## src/rtl/usb3_rx_align_descram_if.sv

```systemverilog
// PIPE receive word and link-layer output handshake for the RX align/descramble block.
// The master side feeds received words and consumes aligned output words.
interface usb3_rx_align_descram_if #(
  parameter int BYTES = 4
);
  localparam int PW = (BYTES > 1) ? $clog2(BYTES) : 1;

  logic                 in_valid;
  logic [8*BYTES-1:0]   in_data;
  logic [BYTES-1:0]     in_datak;
  logic                 out_ready;
  logic                 out_valid;
  logic [8*BYTES-1:0]   out_data;
  logic [BYTES-1:0]     out_datak;
  logic [PW-1:0]        out_com_pos;

  modport master (
    output in_valid, in_data, in_datak, out_ready,
    input  out_valid, out_data, out_datak, out_com_pos
  );

  modport slave (
    input  in_valid, in_data, in_datak, out_ready,
    output out_valid, out_data, out_datak, out_com_pos
  );
endinterface

```

## src/rtl/usb3_rx_align_descram.sv

```systemverilog
// USB 3.0 RX front-end: SKP removal, byte repacking through an accumulator,
// and per-byte descrambling with LFSR reseed on COM.
module usb3_rx_align_descram #(
  parameter int          BYTES     = 4,
  parameter int          ACC_BYTES = 12,
  parameter logic [15:0] LFSR_SEED = 16'hFFFF,
  parameter logic [7:0]  SKP_SYM   = 8'h3C,
  parameter logic [7:0]  COM_SYM   = 8'hBC
) (
  input  logic                  local_clk,
  input  logic                  reset,
  input  logic                  descram_en,
  usb3_rx_align_descram_if.slave bus,
  output logic [7:0]            err_skp_gap,
  output logic                  err_overflow
);

  localparam int CW = $clog2(BYTES + 1);
  localparam int OW = $clog2(ACC_BYTES + 1);
  localparam int PW = (BYTES > 1) ? $clog2(BYTES) : 1;

  if (BYTES != 2 && BYTES != 4) begin : g_bad_bytes
    $error("BYTES must be 2 or 4");
  end
  if (ACC_BYTES < 3 * BYTES) begin : g_bad_acc
    $error("ACC_BYTES must be at least 3*BYTES");
  end

  function automatic logic [15:0] lfsr_adv8(input logic [15:0] s);
    logic [15:0] r;
    r = s;
    for (int n = 0; n < 8; n++) r = {r[14:0], 1'b0} ^ (r[15] ? 16'h0039 : 16'h0000);
    return r;
  endfunction

  // Scrambler output bit i is taken from LFSR bit 15-i.
  function automatic logic [7:0] lfsr_byte(input logic [15:0] s);
    logic [7:0] b;
    b = '0;
    for (int n = 0; n < 8; n++) b[n] = s[15-n];
    return b;
  endfunction

  logic [BYTES-1:0] skp_mask;
  logic             skp_gap, seen_skp, seen_hole;
  logic [7:0]       strip_data [BYTES];
  logic [BYTES-1:0] strip_k;
  logic [CW-1:0]    strip_cnt;

  always_comb begin
    skp_mask  = '0;
    skp_gap   = 1'b0;
    seen_skp  = 1'b0;
    seen_hole = 1'b0;
    for (int i = 0; i < BYTES; i++) begin
      skp_mask[i] = bus.in_datak[i] && (bus.in_data[8*i +: 8] == SKP_SYM);
      if (skp_mask[i]) begin
        if (seen_hole) skp_gap = 1'b1;
        seen_skp = 1'b1;
      end else if (seen_skp) begin
        seen_hole = 1'b1;
      end
    end
  end

  always_comb begin
    strip_data = '{default: 8'h00};
    strip_k    = '0;
    strip_cnt  = '0;
    for (int i = 0; i < BYTES; i++) begin
      if (!skp_mask[i]) begin
        strip_data[strip_cnt[PW-1:0]] = bus.in_data[8*i +: 8];
        strip_k[strip_cnt[PW-1:0]]    = bus.in_datak[i];
        strip_cnt = strip_cnt + CW'(1);
      end
    end
  end

  logic [7:0]       s1_data [BYTES];
  logic [BYTES-1:0] s1_k;
  logic [CW-1:0]    s1_cnt;

  always_ff @(posedge local_clk or posedge reset) begin
    if (reset) begin
      s1_data     <= '{default: 8'h00};
      s1_k        <= '0;
      s1_cnt      <= '0;
      err_skp_gap <= '0;
    end else begin
      s1_data <= strip_data;
      s1_k    <= strip_k;
      s1_cnt  <= bus.in_valid ? strip_cnt : '0;
      if (bus.in_valid && skp_gap && err_skp_gap != 8'hFF) err_skp_gap <= err_skp_gap + 8'd1;
    end
  end

  logic [7:0]           acc_data   [ACC_BYTES];
  logic [7:0]           acc_data_n [ACC_BYTES];
  logic [ACC_BYTES-1:0] acc_k, acc_k_n;
  logic [OW-1:0]        occ, occ_keep, occ_n;
  logic                 pop, fits;

  assign pop      = (occ >= OW'(BYTES)) && (!bus.out_valid || bus.out_ready);
  assign occ_keep = pop ? occ - OW'(BYTES) : occ;
  // A fragment that does not fit is dropped whole so no partial word ever forms.
  assign fits     = ({1'b0, occ_keep} + {1'b0, OW'(s1_cnt)}) <= (OW+1)'(ACC_BYTES);
  assign occ_n    = fits ? occ_keep + OW'(s1_cnt) : occ_keep;

  always_comb begin
    acc_data_n = acc_data;
    acc_k_n    = acc_k;
    if (pop) begin
      for (int j = 0; j < ACC_BYTES - BYTES; j++) begin
        acc_data_n[j] = acc_data[j+BYTES];
        acc_k_n[j]    = acc_k[j+BYTES];
      end
      for (int j = ACC_BYTES - BYTES; j < ACC_BYTES; j++) begin
        acc_data_n[j] = 8'h00;
        acc_k_n[j]    = 1'b0;
      end
    end
    if (fits) begin
      for (int i = 0; i < BYTES; i++) begin
        if (CW'(i) < s1_cnt) begin
          acc_data_n[occ_keep + OW'(i)] = s1_data[i];
          acc_k_n[occ_keep + OW'(i)]    = s1_k[i];
        end
      end
    end
  end

  always_ff @(posedge local_clk or posedge reset) begin
    if (reset) begin
      acc_data     <= '{default: 8'h00};
      acc_k        <= '0;
      occ          <= '0;
      err_overflow <= 1'b0;
    end else begin
      acc_data <= acc_data_n;
      acc_k    <= acc_k_n;
      occ      <= occ_n;
      if (!fits) err_overflow <= 1'b1;
    end
  end

  logic [15:0]        lfsr, lfsr_w;
  logic [8*BYTES-1:0] dsc_data;
  logic [BYTES-1:0]   dsc_k;
  logic               com_hit;
  logic [PW-1:0]      com_idx;

  always_comb begin
    lfsr_w   = lfsr;
    dsc_data = '0;
    dsc_k    = '0;
    com_hit  = 1'b0;
    com_idx  = '0;
    for (int i = 0; i < BYTES; i++) begin
      dsc_k[i] = acc_k[i];
      if (acc_k[i] && acc_data[i] == COM_SYM) begin
        dsc_data[8*i +: 8] = acc_data[i];
        com_hit = 1'b1;
        com_idx = PW'(i);
        lfsr_w  = LFSR_SEED;
      end else if (acc_k[i]) begin
        dsc_data[8*i +: 8] = acc_data[i];
        lfsr_w = lfsr_adv8(lfsr_w);
      end else begin
        dsc_data[8*i +: 8] = acc_data[i] ^ (descram_en ? lfsr_byte(lfsr_w) : 8'h00);
        lfsr_w = lfsr_adv8(lfsr_w);
      end
    end
  end

  always_ff @(posedge local_clk or posedge reset) begin
    if (reset) begin
      bus.out_valid   <= 1'b0;
      bus.out_data    <= '0;
      bus.out_datak   <= '0;
      bus.out_com_pos <= '0;
      lfsr            <= LFSR_SEED;
    end else begin
      if (pop) begin
        bus.out_valid <= 1'b1;
        bus.out_data  <= dsc_data;
        bus.out_datak <= dsc_k;
        if (com_hit) bus.out_com_pos <= com_idx;
      end else if (bus.out_ready) begin
        bus.out_valid <= 1'b0;
      end
      if (!descram_en) lfsr <= LFSR_SEED;
      else if (pop) lfsr <= lfsr_w;
    end
  end

endmodule
```

## src/flat_wrapper.sv

```systemverilog
// flat-port wrapper written by rule: the top's interface ports become plain ports
module usb3_rx_align_descram_flat 
#(
  parameter int          BYTES     = 4,
  parameter int          ACC_BYTES = 12,
  parameter logic [15:0] LFSR_SEED = 16'hFFFF,
  parameter logic [7:0]  SKP_SYM   = 8'h3C,
  parameter logic [7:0]  COM_SYM   = 8'hBC
)
  (local_clk, reset, descram_en, err_skp_gap, err_overflow, bus_in_valid, bus_in_data, bus_in_datak, bus_out_ready, bus_out_valid, bus_out_data, bus_out_datak, bus_out_com_pos);
  usb3_rx_align_descram_if #(.BYTES(BYTES)) bus_i ();
  input  logic local_clk;
  input  logic reset;
  input  logic descram_en;
  output logic [7:0] err_skp_gap;
  output logic err_overflow;
  input wire logic [$bits(bus_i.in_valid)-1:0] bus_in_valid;
  input wire logic [$bits(bus_i.in_data)-1:0] bus_in_data;
  input wire logic [$bits(bus_i.in_datak)-1:0] bus_in_datak;
  input wire logic [$bits(bus_i.out_ready)-1:0] bus_out_ready;
  output wire logic [$bits(bus_i.out_valid)-1:0] bus_out_valid;
  output wire logic [$bits(bus_i.out_data)-1:0] bus_out_data;
  output wire logic [$bits(bus_i.out_datak)-1:0] bus_out_datak;
  output wire logic [$bits(bus_i.out_com_pos)-1:0] bus_out_com_pos;
  assign bus_i.in_valid = bus_in_valid;
  assign bus_i.in_data = bus_in_data;
  assign bus_i.in_datak = bus_in_datak;
  assign bus_i.out_ready = bus_out_ready;
  assign bus_out_valid = bus_i.out_valid;
  assign bus_out_data = bus_i.out_data;
  assign bus_out_datak = bus_i.out_datak;
  assign bus_out_com_pos = bus_i.out_com_pos;
  usb3_rx_align_descram #(.BYTES(BYTES), .ACC_BYTES(ACC_BYTES), .LFSR_SEED(LFSR_SEED), .SKP_SYM(SKP_SYM), .COM_SYM(COM_SYM)) u_core (.local_clk(local_clk), .reset(reset), .descram_en(descram_en), .bus(bus_i), .err_skp_gap(err_skp_gap), .err_overflow(err_overflow));
endmodule
```

## config.mk

```make
export PLATFORM = sky130hd
export DESIGN_NAME = usb3_rx_align_descram_flat
export DESIGN_NICKNAME = d
export VERILOG_FILES = /design/src/rtl/usb3_rx_align_descram_if.sv /design/src/rtl/usb3_rx_align_descram.sv /design/src/flat_wrapper.sv
export SDC_FILE = /design/constraint.sdc
export NUM_CORES = 1
export LEC_CHECK = 0
export CAP_MARGIN = 20
export CELL_PAD_IN_SITES_DETAIL_PLACEMENT = 1
export CELL_PAD_IN_SITES_GLOBAL_PLACEMENT = 1
export CORE_MARGIN = 2
export CORE_UTILIZATION = 45
export DETAILED_ROUTE_END_ITERATION = 8
export DONT_BUFFER_PORTS = 1
export MAX_ROUTING_LAYER = met4
export PLACE_DENSITY_LB_ADDON = 0.1
export SLEW_MARGIN = 5
export SYNTH_ARGS = -nofsm -noshare
export SYNTH_HDL_FRONTEND = slang
export SYNTH_SLANG_ARGS = --single-unit
```

## constraint.sdc

```tcl
create_clock -name local_clk -period 7.1 [get_ports local_clk]
set_input_delay 1.42 -clock local_clk [delete_from_list [all_inputs] [get_ports local_clk]]
set_output_delay 1.42 -clock local_clk [all_outputs]
set_load 0.005 [all_outputs]
```

# Word-level counts from Yosys, hierarchy flattened
# Index checks and enable logic that the tools add are counted.
[classes]
order_cmp = 34
n_eq_ne = 10
n_reduce_logical = 29
muxes = 144
n_addsub = 10
bitwise = 43
[ops]
columns = ["cell", "n"]
rows = [
  ["$mux W96", 9],
  ["$xor A16 B16 Y16", 32],
  ["$bwmux W96", 4],
  ["$mux W6", 32],
  ["$mux W8", 20],
  ["$demux W8 S4", 4],
  ["$mux W12", 9],
  ["$bwmux W32", 3],
  ["$mux W16", 6],
  ["$mux W32", 3],
  ["$bwmux W12", 4],
  ["$demux W8 S2", 3],
  ["$eq A8 B6 Y1 const B", 4],
  ["$eq A8 B8 Y1 const B", 4],
  ["$xor A8 B8 Y8", 4],
  ["$mux W1", 26],
  ["$logic_and A1 B1 Y1", 25],
  ["$ge A5 B5 Y1 const B", 4],
  ["$lt A4 B5 Y1 const B", 4],
  ["$lt A5 B1 Y1 const B", 4],
  ["$mux W4", 5],
  ["$not A4 Y5", 4],
  ["$demux W1 S4", 4],
  ["$ge A4 B1 Y1 const B", 4],
  ["30 further kinds", 49],
]
[totals]
ff_bits = 215
output_inout_bits = 48
word_cells = 297
input_bits = 41

# Logic depth before layout (Yosys ltp)
# Gate-level depths: netlist of run 1.
[depth]
depth_word = 70
mapped_depth = 19
mapped_depth_nobuf = 14

# Worst setup path after synthesis of run 1
# OpenSTA, ideal clock, no wires.
[synth_timing]
path_type = "input-to-reg"
from = "input port bus_in_data[0]"
to = "register u_core.s1_data[12] in the netlist's numbering"
path_buffers = 3
arrival_time_ns = 3.945
path_slack_ns = 3.034
required_time_ns = 6.979
setup_time_ns = 0.121
cell_stages = 13
cell_sequence = "and4bb_2 nand3_1 ha_1 and2_1 clkbuf_1 nor2_1 inv_1 ha_1 clkbuf_1 and2_1 clkbuf_1 nor2_1 a22o_1"
[synth_lines]
columns = ["element", "line", "source"]
rows = [
  ["start, declared", "flat_wrapper.sv:18", "input wire logic [$bits(bus_i.in_data)-1:0] bus_in_data;"],
  ["end signal, assigned", "usb3_rx_align_descram.sv:90", "s1_data <= strip_data;"],
  ["end, declared", "usb3_rx_align_descram.sv:79", "logic [7:0] s1_data [BYTES];"],
]

==> results.sh, run 1 <==
export IMPL_syn_inst=1875
export IMPL_syn_cell_area_sq_um=15630
export IMPL_routabilityCongestion=0.9462
export IMPL_cp_max_fo=24
export IMPL_initial_core_util_pct=45.48
export IMPL_p_sw_mw=3.955
export IMPL_grt_total_usage_pct=35.82
export IMPL_r2r_cells=16
export IMPL_setup_violations_final=0
export IMPL_cts_hold_buffers=0
export IMPL_finalPower_mw=8.616
export IMPL_final_cell_mix="283 x nand2_1, 199 x dfrtp_1, 159 x nor2_1"
export IMPL_fp_dieH_um=190.4
export IMPL_yosysWarnings=0
export IMPL_synthArstFlopShare_pct=100.0
export IMPL_wire_per_inst_um=28.27
export IMPL_area_delta_synth_final_pct=6.699
export IMPL_clock_latency_ns=0.55
export IMPL_worstHoldPathCells=2
export IMPL_die_area_sq_um=36250
export IMPL_clkSinkCount=215
export IMPL_placed_cells=2189
export IMPL_start_kind="input port"
export IMPL_hold_path_class="register to register"
export IMPL_fillCellCount=4057
export IMPL_drc=0
export IMPL_rsz0062_at_grt="no"
export IMPL_crit_type="input port to register"
export IMPL_io_buffers=0
export IMPL_antenna_found_initial=0
export IMPL_leakagePower_nw=6.937
export IMPL_ys_ff_latch=215
export IMPL_synth_edff_count=0
export IMPL_ir_worst_vdd_v=0.0003104
export IMPL_switching_share_pct=45.91
export IMPL_grt_pass1_vias=15490
export IMPL_drive_gt1_share_pct=9.793
export IMPL_required_ns=7.55
export IMPL_crit_arrival_ns=5.03
export IMPL_drv_slew=0
export IMPL_std_cell_rows=68
export IMPL_synth_cell_types=84
export IMPL_period_minus_slack_ns=4.582
export IMPL_finalSetupTns_ns=0
export IMPL_hold_viol_final=0
export IMPL_max_freq_mhz=218.3
export IMPL_grt_max_degree=168
export IMPL_maxCapViolations=0
export IMPL_intPower_mw=4.660
export IMPL_multi_input_area_sq_um=9453
export IMPL_ys_seq_area_share_pct=34.54
export IMPL_grt_overflow_total=0
export IMPL_maxSlewHeadroom_pct=23.52
export IMPL_die_width_um=190.4
export IMPL_syn_area_per_cell_sq_um=8.338
export IMPL_run_status="finished, final reports clean"
export IMPL_power_frac_comb_pct=56.4
export IMPL_power_frac_clock_pct=17.3
export IMPL_tritoncts="done"
export IMPL_worstMarginPinSlew_ns=1.147
export IMPL_wl_um=63380
export IMPL_fin_crit_sh_pct=64.53
export IMPL_skew_ns=0.01074
export IMPL_post_cts_buffers=0
export IMPL_ioPinCount=89
export IMPL_avgViaCountPerCell=6.734
export IMPL_seq_area_sq_um=5400
export IMPL_first_iter_violations=1166
export IMPL_cts_resized=0
export IMPL_h_tree_depth=1
export IMPL_cts_root_buf="clkbuf_16"
export IMPL_layout_commonest_cell="nand2_1"
export IMPL_synth_nets=1930
export IMPL_grt_pass1_wl_um=96350
export IMPL_powerDensity_nw_per_um2=516.5
export IMPL_cts_buffers=27
export IMPL_clock_path_buffers=3
export IMPL_hpwlAfterDp_um=42340
export IMPL_synthFlopType="dfrtp_1"
export IMPL_antenna_diode_count=0
export IMPL_vias=15100
export IMPL_antenna_left=0
export IMPL_p_seq_share_pct=26.3
export IMPL_dr_pass1_iters=5
export IMPL_setup_worst_path_end_class="register"
export IMPL_fp_coreArea_sq_um=34370
export IMPL_finalNetCount=1823
export IMPL_cts_clk_slew_worst_paths_ns=0.06
export IMPL_fin_cells=2242
-- state kept, by name, summed over array words and instances (netlist names) --
register,cells
u_core.acc_data,96
u_core.bus.out_data,32
u_core.s1_data,32
u_core.lfsr,16
u_core.acc_k,12
u_core.err_skp_gap,8
u_core.bus.out_datak,4
u_core.occ,4
u_core.s1_k,4
u_core.s1_cnt,3
u_core.bus.out_com_pos,2
u_core.bus.out_valid,1
u_core.err_overflow,1
-- logic make-up (layout without fill, tap and decap cells) --
logic type	count (synthesis)	in the layout	share of synthesized area, %
buffers and inverters	180	92	5.162
xor gates and xnor gates	125	125	7.763
and+or+nand+nor	602	602	17.22
AOI/OAI and AO/OA	656	656	28.50
adders and majority gates	14	14	1.168
DFF	215	215	34.54
muxes	83	83	5.650
-- stage by stage --
step	instance area (sq um)	setup slack, ns	hold slack (ns)	util (%)
3_5_place_dp	15670	2.063	0.4916	45.59
5_1_grt	16680	2.169	0.5263	48.53
6_report	16680	2.518	0.4991	48.53
4_1_cts	16620	2.595	0.5067	48.35
3_3_place_gp	15660	2.200	0.4849	45.57
2_1_floorplan	15640	2.895	0.4590	-
-- final timing paths --
path,from,end,slack [ns]
max in group asynchronous,reset,u_core.acc_data[12],4.69
worst min-delay path,u_core.bus.out_datak[3],u_core.bus.out_datak[3],0.50
min in group asynchronous,reset,u_core.bus.out_data[12],0.93
worst max-delay path,bus_out_ready,u_core.acc_data[49],2.52
worst max register to register,u_core.occ[2],u_core.acc_data[49],2.71
worst min register to register,u_core.bus.out_datak[3],u_core.bus.out_datak[3],0.50
-- metal layers --
layer | global-route usage, % | routed length [um]
met1 | 45.10 | 25860
met3 | 4.729 | 4736
met5 | - | 0
met2 | 56.48 | 29040
met4 | 18.40 | 3740
-- layout make-up --
type                    instances  share of cell area [%]
clock buffers                  35                   4.590
clock inverters                13                   1.095
inverters                      20                  0.4875
multi-input cells            1480                   56.67
flip-flops and latches        215                   32.37
well taps                     455                   3.413
repair buffers                 24                   1.373
-- power groups by stage --
stage                     clock network [mW]  logic (mW)  registers (mW)
after global placement                     0        4.63            2.25
after detailed placement                   0        4.76            2.27
after global routing                    1.55        5.32            2.30
final                                   1.49        4.86            2.26
after CTS                               1.51        4.79            2.25
after floorplan                            0        3.90            1.94
-- critical path: stages --
cell     delay (ns)
nor2b_1        0.60
o21ai_0        0.27
and2_2         0.28
inv_2          0.16
ha_1           0.33
xnor2_1        0.18
nand2_1        0.09
o41ai_1        0.07
o22ai_1        0.13
buf_4          0.23
and2_2         0.50
buf_4          0.38
o21ai_0        0.15
o21ai_0        0.23
-- synthesized netlist by cell type, drive strengths merged, types with 5 or more instances --
library cell  number  area [sq um]
nor3              17         120.1
a311o              8         80.08
buf               75         406.6
a21oi            113         580.6
a211oi            69         528.0
a221o             22         220.2
o221ai            11         96.34
o21ai            143         730.7
a221oi            17         155.1
a21o              40         300.3
o2bb2ai           14         122.6
nand3             39         200.2
a22o              11         96.34
a22oi             24         180.2
inv               20         77.57
nand2            287          1080
ha                13         162.7
and3              10         62.56
xor2              35         340.3
a2bb2oi            7         61.31
dfrtp            199          4980
dfstp             16         420.4
o31ai             11         82.58
o211ai            45         352.8
xnor2             86         783.3
nand4             23         143.9
nand2b            12         75.07
a311oi            10         87.58
nor2b              9         56.30
a211o             12         105.1
nor3b              5         37.54
mux2i             41         410.4
clkbuf            85         322.8
o22ai             64         400.4
mux2              42         473.0
nor2             163         619.4
and2              19         120.1
a31oi             18         112.6
No activity file was read; power rests on OpenSTA's default activity.
==> inputs of run 2 (changes only) <==
Settings changed: ABC_AREA from default to 1, CORE_UTILIZATION 45 to 47.
Clock period 7.1 ns to 4.3 ns, I/O delays scaled along.
==> run 2 against run 1 <==
Compared with the run above: worst hold slack got worse by 0.17 ns; total power grew 89%; routed wire length up 21%.
==> results.sh, run 2 <==
export IMPL_synthFlopType="dfrtp_1"
export IMPL_setup_violations_final=0
export IMPL_cp_top_family="simple AND/OR/NAND/NOR gates"
export IMPL_avgViaCountPerCell=6.481
export IMPL_power_frac_comb_pct=61.6
export IMPL_antenna_found_initial=2
export IMPL_worstMarginPinSlew_ns=0.9977
export IMPL_io_buffers=0
export IMPL_clock_path_buffers=3
export IMPL_synth_common_cells="582 x nand2_1, 375 x o21ai_0, 231 x inv_1"
export IMPL_power_frac_clock_pct=16.0
export IMPL_setup_worst_path_end_class="register"
export IMPL_die_area_sq_um=36650
export IMPL_synthArstFlopShare_pct=100.0
export IMPL_routabilityCongestion=1.005
export IMPL_start_kind="register"
export IMPL_cts_hold_buffers=0
export IMPL_initial_core_util_pct=47.81
export IMPL_clock_latency_ns=0.57
export IMPL_regMostFlops="u_core.acc_data"
export IMPL_maxSlewHeadroom_pct=33.24
export IMPL_h_tree_depth=1
export IMPL_crit_type="register to register"
export IMPL_clkSinkCount=215
export IMPL_run_status="finished, final reports clean"
export IMPL_std_cell_rows=68
export IMPL_cp_max_fo=73
export IMPL_synth_nets=2484
export IMPL_finalNetCount=2406
export IMPL_reg_top3="u_core.acc_data: 96 flops, u_core.bus.out_data: 32 flops, u_core.s1_data: 32 flops"
export IMPL_wl_um=76790
export IMPL_ys_ff_latch=215
export IMPL_yosysTopAreaCell="dfrtp_1"
export IMPL_path_buf_inv=5
export IMPL_grt_overflow_total=0
export IMPL_synth_cell_types=57
export IMPL_post_cts_buffers=0
export IMPL_hold_path_class="input port to async pin"
export IMPL_fp_dieH_um=191.5
export IMPL_finalPower_mw=16.31
export IMPL_area_delta_synth_final_pct=7.501
export IMPL_p_sw_mw=8.640
export IMPL_intPower_mw=7.673
export IMPL_reg2reg_from="u_core.occ[2]"
export IMPL_hold_viol_final=0
export IMPL_rr_endpoint="u_core.acc_data[69]"
export IMPL_grt_pass1_vias=18760
export IMPL_drv_slew=0
export IMPL_powerDensity_nw_per_um2=918.9
export IMPL_grt_total_usage_pct=43.11
export IMPL_slowest_stage="dfrtp_1"
export IMPL_final_cell_mix="582 x nand2_1, 375 x o21ai_0, 230 x inv_1"
export IMPL_die_width_um=191.5
export IMPL_skew_ns=0.01647
export IMPL_synthDominantCellAreaShare_pct=30.15
export IMPL_yosysMostFrequentCell="nand2_1"
export IMPL_cts_buffers=27
export IMPL_ir_worst_vdd_v=0.0009517
export IMPL_r2r_setup_slack_ns=0.92
export IMPL_cts_root_buf="clkbuf_16"
export IMPL_cts_resized=0
export IMPL_antenna_left=0
export IMPL_path_cells="inv_2 > ha_1 > inv_1 > nand2_8 > nand2_2 > nand2_4 > ha_1 > inv_1 > nor2_1 > nor2_1 > xor2_1 > nand2_1 > nand2_1 > nand2_4 > inv_2 > buf_12 > a21oi_1 > o21ai_1 > o21ai_0"
export IMPL_r2r_cells=19
export IMPL_finalSetupTns_ns=0
export IMPL_largest_register_ffs=96
export IMPL_syn_area_per_cell_sq_um=6.799
export IMPL_dr_pass1_iters=5
export IMPL_crit_arrival_ns=3.81
export IMPL_hpwlAfterDp_um=55120
export IMPL_synth_edff_count=0
export IMPL_ys_seq_area_share_pct=32.70
export IMPL_leakagePower_nw=8.257
export IMPL_grt_max_degree=155
export IMPL_fin_crit_sh_pct=78.55
export IMPL_yosysWarnings=0
export IMPL_first_iter_violations=1556
export IMPL_netlist_top_cells_area="dfrtp_1 30%, nand2_1 13%, o21ai_0 11%, inv_1 5.3%, a21oi_1 4.8%"
export IMPL_switching_share_pct=52.97
export IMPL_vias=18330
export IMPL_max_freq_mhz=296.1
export IMPL_cts_clk_slew_worst_paths_ns=0.06
export IMPL_syn_inst=2429
export IMPL_period_minus_slack_ns=3.378
export IMPL_rsz0062_at_grt="no"
export IMPL_p_seq_share_pct=22.4
export IMPL_tritoncts="done"
export IMPL_slowest_delay_ns=0.42
export IMPL_ioPinCount=89
export IMPL_wire_per_inst_um=27.15
export IMPL_drc=0
export IMPL_syn_cell_area_sq_um=16510
export IMPL_layout_commonest_cell="nand2_1"
export IMPL_drive_gt1_share_pct=8.182
export IMPL_maxCapViolations=0
export IMPL_required_ns=4.73
export IMPL_fp_coreArea_sq_um=34540
export IMPL_grt_pass1_wl_um=115100
-- run 2: kinds of logic after synthesis --
group,count (synthesis),synth area share (%)
compound gates,792,27.06
fa+ha+maj,14,1.106
simple gates,939,24.80
flops,215,32.70
xor+xnor,69,3.750
mux,21,1.280
buf+inv,379,9.311
-- run 2: metrics by stage --
step                      cell area, sq um  setup WS (ns)  std cells  util, %  hold slack (ns)
after floorplan                      16520         0.6549       2429        -           0.4650
after global placement               16760         0.4941       2777    48.52           0.4876
after detailed placement             16760         0.4688       2777    48.52           0.4882
after CTS                            17750         0.9490       2826    51.38           0.3439
after global routing                 17750         0.6580       2828    51.39           0.3761
final                                17750         0.9223       2828    51.39           0.3259
-- run 2: power groups by stage --
stage / Clock (mW) / Sequential (mW) / Combinational [mW]
global placement: 0 / 3.61 / 9.31
global route: 2.69 / 3.72 / 11.1
floorplan: 0 / 3.24 / 7.37
detailed placement: 0 / 3.65 / 9.78
finish: 2.61 / 3.66 / 10.0
CTS: 2.61 / 3.62 / 9.87
-- run 2: final cells by class --
cell class | count | area (sq um)
Antenna cell | 2 | 5.005
Fill cell | 4570 | 16790
Clock inverter | 17 | 242.7
Sequential cell | 215 | 5400
Multi-Input combinational cell | 1835 | 9598
Tap cell | 455 | 569.3
Timing Repair Buffer | 25 | 262.8
Clock buffer | 32 | 744.5
Inverter | 247 | 930.9
-- run 2: how the worst max path moves through the flow --
stage	to	slack (ns)	depth (start not counted)	start
after floorplan	u_core.acc_data[0]	0.65	1	reset
after global placement	u_core.s1_data[29]	0.49	16	bus_in_data[6]
after detailed placement	u_core.s1_data[29]	0.47	16	bus_in_data[6]
final	u_core.acc_data[69]	0.92	19	u_core.occ[2]
after CTS	u_core.acc_data[69]	0.95	19	u_core.occ[2]
after global routing	u_core.s1_data[11]	0.66	14	bus_in_data[6]
-- run 2: metal layers --
| layer | part of all wire, % | up-vias | track usage [%] | routed length (um) |
|---|---|---|---|---|
| met1 | 37 | 8910 | 49.86 | 28490 |
| met3 | 9.5 | 367 | 8.922 | 7260 |
| li1 | - | 8079 | - | - |
| met4 | 8.8 | 0 | 30.56 | 6778 |
| met2 | 45 | 973 | 66.75 | 34260 |
| met5 | 0 | - | - | 0 |
